===== config.mk =====
export PLATFORM = sky130hd
export DESIGN_NAME = eth_rx_filter
export DESIGN_NICKNAME = d
export VERILOG_FILES = /design/src/rtl/eth_filter_pkg.sv /design/src/rtl/sat_counter.sv /design/src/rtl/eth_rx_filter.sv
export SDC_FILE = /design/constraint.sdc
export NUM_CORES = 1
export LEC_CHECK = 0
export BUFFER_PORTS_ARGS = -buffer_cell sky130_fd_sc_hd__buf_2
export CAP_MARGIN = 20
export CORE_MARGIN = 5
export CORE_UTILIZATION = 50
export DETAILED_ROUTE_END_ITERATION = 12
export PLACE_DENSITY = 0.76
export SYNTH_ARGS = -nofsm -noshare
export SYNTH_HDL_FRONTEND = slang
export SYNTH_HIERARCHICAL = 1
export SYNTH_SLANG_ARGS = --single-unit

===== constraint.sdc =====
create_clock -name clk -period 8.2 [get_ports clk]
set_input_delay 0.82 -clock clk [delete_from_list [all_inputs] [get_ports clk]]
set_output_delay 0.82 -clock clk [all_outputs]
set_load 0.02 [all_outputs]

===== src/rtl/eth_filter_pkg.sv =====
// Shared types and helpers for the receive-path frame filter.
package eth_filter_pkg;

    typedef enum logic [2:0] {
        StHdr0,
        StHdr1,
        StOut0,
        StOut1,
        StPass,
        StDrop
    } filt_state_t;

    localparam logic [47:0] BCAST_MAC     = 48'hFFFF_FFFF_FFFF;
    localparam int unsigned ETH_HDR_BYTES = 14;

    // Destination MAC from beat 0; wire byte 0 lands in the MSB.
    function automatic logic [47:0] extract_dst(input logic [63:0] beat);
        return {beat[7:0], beat[15:8], beat[23:16], beat[31:24], beat[39:32], beat[47:40]};
    endfunction

endpackage


===== src/rtl/sat_counter.sv =====
// Up-counter that sticks at all-ones instead of wrapping.
module sat_counter #(
    parameter int unsigned WIDTH = 32
) (
    input  logic             clk,
    input  logic             rst,
    input  logic             inc,
    output logic [WIDTH-1:0] cnt
);

    logic [WIDTH-1:0] cnt_q;

    always_ff @(posedge clk) begin
        if (rst) begin
            cnt_q <= '0;
        end else if (inc && (cnt_q != '1)) begin
            cnt_q <= cnt_q + 1'b1;
        end
    end

    assign cnt = cnt_q;

endmodule


===== src/rtl/eth_rx_filter.sv =====
// RX frame filter: buffers two header beats, decides pass/drop on destination MAC and
// EtherType, then replays the header and passes the rest of the frame through.
module eth_rx_filter
    import eth_filter_pkg::*;
#(
    parameter int unsigned DATA_WIDTH = 64,
    parameter int unsigned CNT_WIDTH  = 32
) (
    input  logic                    clk,
    input  logic                    rst,

    input  logic                    s_tvalid,
    output logic                    s_tready,
    input  logic [DATA_WIDTH-1:0]   s_tdata,
    input  logic [DATA_WIDTH/8-1:0] s_tkeep,
    input  logic                    s_tlast,

    output logic                    m_tvalid,
    input  logic                    m_tready,
    output logic [DATA_WIDTH-1:0]   m_tdata,
    output logic [DATA_WIDTH/8-1:0] m_tkeep,
    output logic                    m_tlast,

    input  logic [47:0]             cfg_mac,
    input  logic                    cfg_promisc,
    input  logic                    cfg_accept_bcast,
    input  logic                    cfg_accept_mcast,
    input  logic                    cfg_etype_en,
    input  logic [15:0]             cfg_etype,

    output logic [CNT_WIDTH-1:0]    pass_cnt,
    output logic [CNT_WIDTH-1:0]    drop_cnt,
    output logic [CNT_WIDTH-1:0]    runt_cnt
);

    localparam int unsigned KEEP_WIDTH = DATA_WIDTH / 8;

    if (DATA_WIDTH != 64) begin : g_width_check
        $error("eth_rx_filter supports only DATA_WIDTH = 64");
    end

    filt_state_t state_q, state_d;

    logic [DATA_WIDTH-1:0] b0_data_q, b1_data_q;
    logic [KEEP_WIDTH-1:0] b0_keep_q, b1_keep_q;
    logic                  b1_last_q;

    logic        pass_inc, drop_inc, runt_inc;
    logic [47:0] dst;
    logic [15:0] etype;
    logic        is_bcast, addr_ok, type_ok, frame_pass, hdr1_runt;

    always_ff @(posedge clk) begin
        if (rst) begin
            state_q   <= StHdr0;
            b0_data_q <= '0;
            b0_keep_q <= '0;
            b1_data_q <= '0;
            b1_keep_q <= '0;
            b1_last_q <= 1'b0;
        end else begin
            state_q <= state_d;
            if (state_q == StHdr0 && s_tvalid) begin
                b0_data_q <= s_tdata;
                b0_keep_q <= s_tkeep;
            end
            if (state_q == StHdr1 && s_tvalid) begin
                b1_data_q <= s_tdata;
                b1_keep_q <= s_tkeep;
                b1_last_q <= s_tlast;
            end
        end
    end

    // Destination comes from the buffered beat 0, EtherType from the live beat 1.
    assign dst        = extract_dst(b0_data_q);
    assign etype      = {s_tdata[39:32], s_tdata[47:40]};
    assign is_bcast   = (dst == BCAST_MAC);
    assign addr_ok    = cfg_promisc | (dst == cfg_mac) | (is_bcast & cfg_accept_bcast) |
                        (dst[40] & ~is_bcast & cfg_accept_mcast);
    assign type_ok    = ~cfg_etype_en | (etype == cfg_etype);
    assign frame_pass = addr_ok & type_ok;
    // Byte 13 (last header byte) sits in lane 5 of beat 1.
    assign hdr1_runt  = s_tlast & ~s_tkeep[ETH_HDR_BYTES - 9];

    always_comb begin
        state_d  = state_q;
        s_tready = 1'b0;
        m_tvalid = 1'b0;
        m_tdata  = '0;
        m_tkeep  = '0;
        m_tlast  = 1'b0;
        pass_inc = 1'b0;
        drop_inc = 1'b0;
        runt_inc = 1'b0;

        case (state_q)
            StHdr0: begin
                s_tready = 1'b1;
                if (s_tvalid) begin
                    if (s_tlast) begin
                        runt_inc = 1'b1;
                    end else begin
                        state_d = StHdr1;
                    end
                end
            end
            StHdr1: begin
                s_tready = 1'b1;
                if (s_tvalid) begin
                    if (hdr1_runt) begin
                        runt_inc = 1'b1;
                        state_d  = StHdr0;
                    end else if (frame_pass) begin
                        state_d = StOut0;
                    end else if (s_tlast) begin
                        drop_inc = 1'b1;
                        state_d  = StHdr0;
                    end else begin
                        state_d = StDrop;
                    end
                end
            end
            StOut0: begin
                m_tvalid = 1'b1;
                m_tdata  = b0_data_q;
                m_tkeep  = b0_keep_q;
                if (m_tready) begin
                    state_d = StOut1;
                end
            end
            StOut1: begin
                m_tvalid = 1'b1;
                m_tdata  = b1_data_q;
                m_tkeep  = b1_keep_q;
                m_tlast  = b1_last_q;
                if (m_tready) begin
                    if (b1_last_q) begin
                        pass_inc = 1'b1;
                        state_d  = StHdr0;
                    end else begin
                        state_d = StPass;
                    end
                end
            end
            StPass: begin
                s_tready = m_tready;
                m_tvalid = s_tvalid;
                m_tdata  = s_tdata;
                m_tkeep  = s_tkeep;
                m_tlast  = s_tlast;
                if (s_tvalid && m_tready && s_tlast) begin
                    pass_inc = 1'b1;
                    state_d  = StHdr0;
                end
            end
            StDrop: begin
                s_tready = 1'b1;
                if (s_tvalid && s_tlast) begin
                    drop_inc = 1'b1;
                    state_d  = StHdr0;
                end
            end
            default: state_d = StHdr0;
        endcase
    end

    sat_counter #(.WIDTH(CNT_WIDTH)) u_pass_cnt (
        .clk (clk),
        .rst (rst),
        .inc (pass_inc),
        .cnt (pass_cnt)
    );

    sat_counter #(.WIDTH(CNT_WIDTH)) u_drop_cnt (
        .clk (clk),
        .rst (rst),
        .inc (drop_inc),
        .cnt (drop_cnt)
    );

    sat_counter #(.WIDTH(CNT_WIDTH)) u_runt_cnt (
        .clk (clk),
        .rst (rst),
        .inc (runt_inc),
        .cnt (runt_cnt)
    );

endmodule

==> summary.md, run 1 <==
| Metric | Value |
|---|---|
| Status | complete, no violations |
| Initial DRC Count | 1311 |
| Critical path launch point type | register |
| Fraction of final layout cells sized beyond drive strength 1 | 21.75% |
| Placed insts | 2179 |
| RSZ-0062 raised after global routing | no |
| HPWL after DPL | 27870 um |
| GRT Total Usage | 26.84% |
| CORE AREA | around 25000 sq um |
| Hold_buf cts | 0 |
| Clock skew | about 0.027 ns |
| Gpl congestion | just under 1 |
| Die height | 168.7 um |
| WS Path Type | reg2reg |
| Post-synth EDFFs | 0 |
| Worst Hold Class | reg2reg |
| Distinct cells, synth | 54 |
| Gr ovfl total | 0 |
| Antenna violations before repair | 10 |
| TritonCTS buffer count | 27 |
| Pins Over Slew Limit | 0 |
| I/O Buffers | 315 |
| Setup violators final | 0 |
| Fin nets | 2026 |
| Via Count | 13.07k |
| Cell Area, Synth | 12600 sq um |
| Clock transition at path regs | 0.06 ns |
| I/O pins | 316 |
| Global-route wire length before repair | 63970 um |
| Die X | ~170 um |
| Maximum clock insertion buffer count | 3 |
| CP Max Fanout | 10 |
| Filler instances | approximately 2.3k |
| Post-CTS Setup Repair Bufs | 0 |
| Peak supply drop | 161.2 uV |
| Crit path arrival time | 4.48 ns |
| Max-cap check violation count | 0 |
| CP Capture Type | register |
| TritonCTS Sinks | 244 |
| Clk_lat worst skew | 0.55 ns |
| TNS Setup | 0 ns |
| Root buf cell | clkbuf_16 |
| Final period util | 49.60% |
| H-tree depth | 1 |
| Post-layout min period | 4.067 ns |
| Most frequent cells in the layout | nand2_1 (401), buf_2 (314), dfxtp_1 (243), a21oi_1 (216) |
| Antenna-violating nets left | 0 |
| Initial core utilization | about half |
| Site Rows | 58 |
| Total Routed Length | 40570 um |
| Actual slew at the worst max-slew pin | 1.084 ns |
| Number of iterations in the first detailed-routing pass | 6 |
| CP required | approximately 8.6 ns |
| Post-route insts no fill | 2236 |
| Seq/Total Area, Yosys | slightly below 40% |
| Post-route DRC | 0 |
| Post-cts gate resize count | 0 |
| Ys flop type | dfxtp_1 |
| CTS tree | built |
| Die Area | 28470 sq um |
| Routed wire per std cell | 18.14 um |
| Area Overhead vs Synth | 20.97% |
| Syn Nets | 1776 |
| Most common cell after layout, fill and taps aside | nand2_1 |
| DR vias/cell | 5.844 |
| Largest net degree at the start of global routing | 121 |
| Static Leakage | 5.808 nW |
| Mapped Cells | 1628 |
| Register bit total from synthesis | ~240 |
| Max Freq | between 200 and 250 MHz |
| Ys async rst share | 0% |
| Final Hold Fails | 0 |
| Overall power | 2.825 mW |
| Slew Limit Headroom | 27.13% |
| Pwr/cell area | 185.4 nW/um^2 |
| Vias in the first global route | ~12k |
| Ys Warns | 6 |
| Post-Syn Area per Cell | 7.737 sq um |
[per-stage QoR]
step | utilization (%) | setup slack (ns) | hold WS [ns] | cell area (sq um)
after floorplan | - | 4.376 | 0.4357 | 12600
after global placement | 57.35 | 4.248 | 0.4406 | 14320
after detailed placement | 57.35 | 4.175 | 0.4458 | 14320
after CTS | 60.97 | 4.168 | 0.4543 | 15220
after global routing | 61.02 | 3.807 | 0.4698 | 15230
final | 61.04 | 4.133 | 0.4532 | 15240
[cells by family (layout without fill, tap and decap cells)]
group | count (synthesis) | count (layout) | share of synthesized area [%]
fa+ha+maj | 3 | 3 | 0.2980
other cells | 0 | 7 | 0
flops | 244 | 244 | 38.78
mux | 82 | 82 | 6.576
xor+xnor | 86 | 86 | 5.980
compound gates | 389 | 389 | 17.54
simple gates | 708 | 708 | 27.17
buf+inv | 116 | 387 | 3.656
[final cells by class]
cell class / count / area (sq um) / share of cell area, %
Antenna cell: 7 / 17.52 / 0.1150
Inverter: 8 / 30.03 / 0.1971
Tap cell: 330 / 412.9 / 2.710
Timing Repair Buffer: 329 / 1688 / 11.08
Clock inverter: 13 / 148.9 / 0.9772
Multi-Input combinational cell: 1268 / 7298 / 47.90
Sequential cell: 244 / 4888 / 32.08
Clock buffer: 37 / 753.2 / 4.943
[critical path: stages (launching register included)]
cell	delay, ns
dfxtp_1	0.49
nand4_1	0.22
nor4_2	0.33
a31oi_1	0.13
a41o_1	0.22
o31ai_2	0.49
o21a_1	0.28
nand4_1	0.37
nor4_2	0.60
nand4_1	0.17
nor4_1	0.28
mux2_2	0.37
[path summary, 6_finish.rpt]
| path | to | slack (ns) | startpoint | cells past startpoint |
|---|---|---|---|---|
| worst max-delay path | u_drop_cnt/cnt[31] | 4.13 | b0_data_q[0] | 11 |
| worst min-delay path | b0_data_q[61] | 0.45 | b0_data_q[61] | 2 |
| worst max register to register | u_drop_cnt/cnt[31] | 4.13 | b0_data_q[0] | 11 |
| worst min register to register | b0_data_q[61] | 0.45 | b0_data_q[61] | 2 |
[registers in the layout (all words and copies together) (netlist names)]
name and cells:
u_pass_cnt/cnt 32, b1_keep_q 8, state_q 3, u_drop_cnt/cnt 32, u_runt_cnt/cnt 32, b0_data_q 64
b0_keep_q 8, b1_last_q 1, b1_data_q 64
[metal layers]
| layer | vias up | GRT usage (%) | wire length, um |
|---|---|---|---|
| li1 | 6284 | - | - |
| met1 | 6147 | 35.18 | 16770 |
| met2 | 535 | 43.61 | 18950 |
| met3 | 93 | 6.399 | 3424 |
| met4 | 8 | 9.068 | 1391 |
| met5 | - | 0 | 31 |
[synthesized netlist by cell type, types with 3 or more instances]
master	count	area share, %
a2111oi_0	7	0.49
a211oi_1	3	0.18
a21o_1	3	0.18
a21oi_1	216	8.6
a31o_2	3	0.21
a31oi_1	4	0.20
and2_1	3	0.15
and3_1	10	0.50
and3_4	3	0.27
and4_1	12	0.83
buf_1	6	0.18
buf_2	20	0.79
clkbuf_1	82	2.4
dfxtp_1	244	39
ha_1	3	0.30
inv_1	8	0.24
mux2_1	3	0.27
mux2_2	3	0.27
mux2i_1	76	6.0
nand2_1	401	12
nand2b_1	5	0.25
nand3_1	44	1.7
nand3_2	3	0.24
nand4_1	48	2.4
nor2_1	50	1.5
nor2b_1	7	0.35
nor3_1	6	0.24
nor3b_1	7	0.42
nor4_1	25	1.2
nor4_2	6	0.60
o21ai_0	76	3.0
o21ai_1	25	0.99
o31ai_1	37	2.2
o41ai_4	3	0.66
or2_2	3	0.15
or3_1	30	1.5
or3_4	3	0.27
or3b_1	3	0.21
or4_1	36	2.1
xnor2_1	34	2.4
xor2_1	52	3.6
[report_power, final]
group	switching, mW	leakage [nW]	total [mW]	internal (mW)
clock network	0.503	0.443	1.24	0.737
registers	0.0580	1.98	1.29	1.23
logic	0.181	3.38	0.297	0.116
Power figures use the tool's default switching activity.
==> run 2, diff against run 1 <==
Settings changed: CORE_UTILIZATION 50 to 49, PLACE_DENSITY 0.76 to 0.77.
Clock period 8.2 ns to 3.7 ns, I/O delays scaled along.
==> run 2 against run 1 <==
Against the previous run:
- die area increased by 1.9%
- clock power increased by 140%
- worst setup slack got worse by 4.0 ns
- critical path depth rose by 1
- final cell count rose by 0.49%
- register-to-register slack worse by 4.0 ns
- clock skew shrank 0.0046 ns
- combinational power rose by 150%
- global-route usage down 0.11 points
- critical path type unchanged
- largest cell class unchanged
==> summary.md, run 2 (same netlist as run 1, synthesis figures left out) <==
| Metric | Value |
|---|---|
| Static Leakage | 5.944 nW |
| Int Pwr | 4.868 mW |
| TritonCTS Sinks | 244 |
| Post-route DRC | 0 |
| Maximum clock insertion buffer count | 3 |
| TNS Setup | 0 ns |
| Largest net degree at the start of global routing | 102 |
| Die X | roughly 170 um |
| CORE AREA | 25250 sq um |
| Crit Reg-Reg Endpoint | u_drop_cnt/cnt[31] |
| CP Buf/Inv Count | 1 |
| Worst path top cell family by delay | simple AND/OR/NAND/NOR gates |
| Hold_buf cts | 0 |
| Via Count | 13.15k |
| Final Hold Fails | 0 |
| Die height | 170.3 um |
| Pins Over Slew Limit | 0 |
| Clock power frac | 45.9% |
| Top Registers | b0_data_q: 64 flops, b1_data_q: 64 flops |
| Site Rows | 58 |
| Crit path top cell by count | nand4_1 |
| Reg2reg start | b0_data_q[39] |
| Crit path depth | 12 |
| Filler instances | 2250 |
| Clock transition at path regs | 0.06 ns |
| Setup violators final | 0 |
| Worst Hold Class | in2reg |
| CP Capture Type | register |
| Root buf cell | clkbuf_16 |
| CP required | between 4 and 5 ns |
| Post-route setup slack | 0.1541 ns |
| Clock skew | between 0.02 and 0.025 ns |
| Sw power | 1.681 mW |
| Peak supply drop | 457.9 uV |
| H-tree depth | 1 |
| DR vias/cell | 5.853 |
| Total Routed Length | about 40000 um |
| Vias in the first global route | between 10k and 15k |
| HPWL after DPL | approximately 29000 um |
| Logic gate share of total power | 11.2% |
| Design area | 15490 sq um |
| Antenna violations before repair | 9 |
| Actual slew at the worst max-slew pin | ~0.89 ns |
| Gr ovfl total | 0 |
| Area Overhead vs Synth | 22.98% |
| Final period util | 95.84% |
| Most common cell after layout, fill and taps aside | nand2_1 |
| Number of iterations in the first detailed-routing pass | 5 |
| Status | complete, no violations |
| Max-cap check violation count | 0 |
| RSZ-0062 raised after global routing | no |
| CP Max Fanout | 6 |
| Crit path cell chain | nand4_1 > nor4_2 > a31oi_1 > a41o_1 > o31ai_2 > o21a_1 > nand4_1 > nor4_2 > buf_4 > nand4_1 > nor4_1 > mux2_2 |
| TritonCTS buffer count | 28 |
| Post-CTS Setup Repair Bufs | 0 |
| Initial core utilization | 49.88% |
| Gpl congestion | 0.9482 |
| Post-cts gate resize count | 0 |
| Pre-CTS WS | 0.2432 ns |
| Post-layout min period | ~3.5 ns |
| Clk_lat worst skew | 0.55 ns |
| Crit path arrival time | 3.97 ns |
| Pwr/cell area | around 420 nW/um^2 |
| Fin nets | around 2k |
| R2R setup slack | 0.15 ns |
| Critical path launch point type | register |
| Worst setup startpoint | b0_data_q[39] |
| Worst hold slack | just under 0.08 ns |
| Routed wire per std cell | 18.33 um |
| CTS tree | built |
| Sequential cell fraction of total power | 42.9% |
| Switching Fraction | between 20% and 30% |
| Global-route wire length before repair | about 64000 um |
| Die Area | about 29000 sq um |
| I/O Buffers | 315 |
| Slew Limit Headroom | 40.86% |
| I/O pins | between 300 and 400 |
| Max Freq | 282.0 MHz |
| Overall power | 6.549 mW |
| Post-DP Area | 14470 sq um |
| Fraction of final layout cells sized beyond drive strength 1 | 22.38% |
| Crit path largest cell delay | 0.47 ns |
| GRT Total Usage | 26.73% |
| WS Path Type | reg2reg |
| Critical Path End | u_drop_cnt/cnt[31] |
| Initial DRC Count | about 1.3k |
| Antenna-violating nets left | 0 |
| R2R cell count | 12 |
| CP max stage cell | o31ai_2 |
| Most frequent cells in the layout | nand2_1 (401), buf_2 (314), dfxtp_1 (243), a21oi_1 (216) |
==> run 2: cell count changes in the layout (fill, tap and decap cells not counted), moves of 2 or more <==
cell | previous run | this run
buf_4 | 14 | 21
buf_12 | 0 | 5
bufinv_16 | 3 | 6
clkbuf_1 | 6 | 4
diode_2 | 7 | 5
==> run 2: cell type report <==
type                    count  area, sq um  share of cell area (%)
multi-input cells        1268         7298                   47.12
flip-flops and latches    244         4888                   31.56
repair buffers            341         1841                   11.88
clock buffers              35        757.0                   4.887
well taps                 330        412.9                   2.666
clock inverters            16        250.2                   1.616
inverters                   8        30.03                  0.1939
diodes                      5        12.51                 0.08078
==> run 2: metal layers <==
metal	global-route usage (%)	share of wire (%)	vias up
li1	-	-	6299
met1	35.46	40	6131
met2	43.23	47	602
met3	5.366	9.1	110
met4	9.965	3.8	10
met5	0	0.15	-
==> run 2: worst min-delay path by stage <==
stage	slack (ns)	cells after the start	end	start
after detailed placement	0.45	2	b0_data_q[63]	b0_data_q[63]
after global routing	0.07	3	b0_data_q[3]	s_tdata[3]
after floorplan	0.44	2	b0_data_q[48]	b0_data_q[48]
after CTS	0.06	3	b1_data_q[60]	s_tdata[60]
final	0.08	3	b1_data_q[57]	s_tdata[57]
after global placement	0.44	2	b0_data_q[58]	b0_data_q[58]
==> run 2: power by group through the flow <==
stage	Combinational (mW)	Clock [mW]	Sequential, mW
5_1_grt	0.790	3.16	2.82
2_1_floorplan	0.444	0	2.84
4_1_cts	0.724	3.05	2.81
3_3_place_gp	0.715	0	2.86
3_5_place_dp	0.720	0	2.87
6_report	0.731	3.01	2.81
==> run 2: through the flow <==
stage | std cells | util (%)
floorplan | 1628 | -
global placement | 2191 | 57.30
detailed placement | 2191 | 57.30
CTS | 2242 | 61.29
global route | 2246 | 61.33
finish | 2247 | 61.34
==> run 2: worst register-to-register path, delay by kind of cell (launching register included) <==
family          cells  cell delay (ns)
simple gates        6             1.35
compound gates      4             1.10
buf+inv             1             0.19
mux                 1             0.37
flops               1             0.40
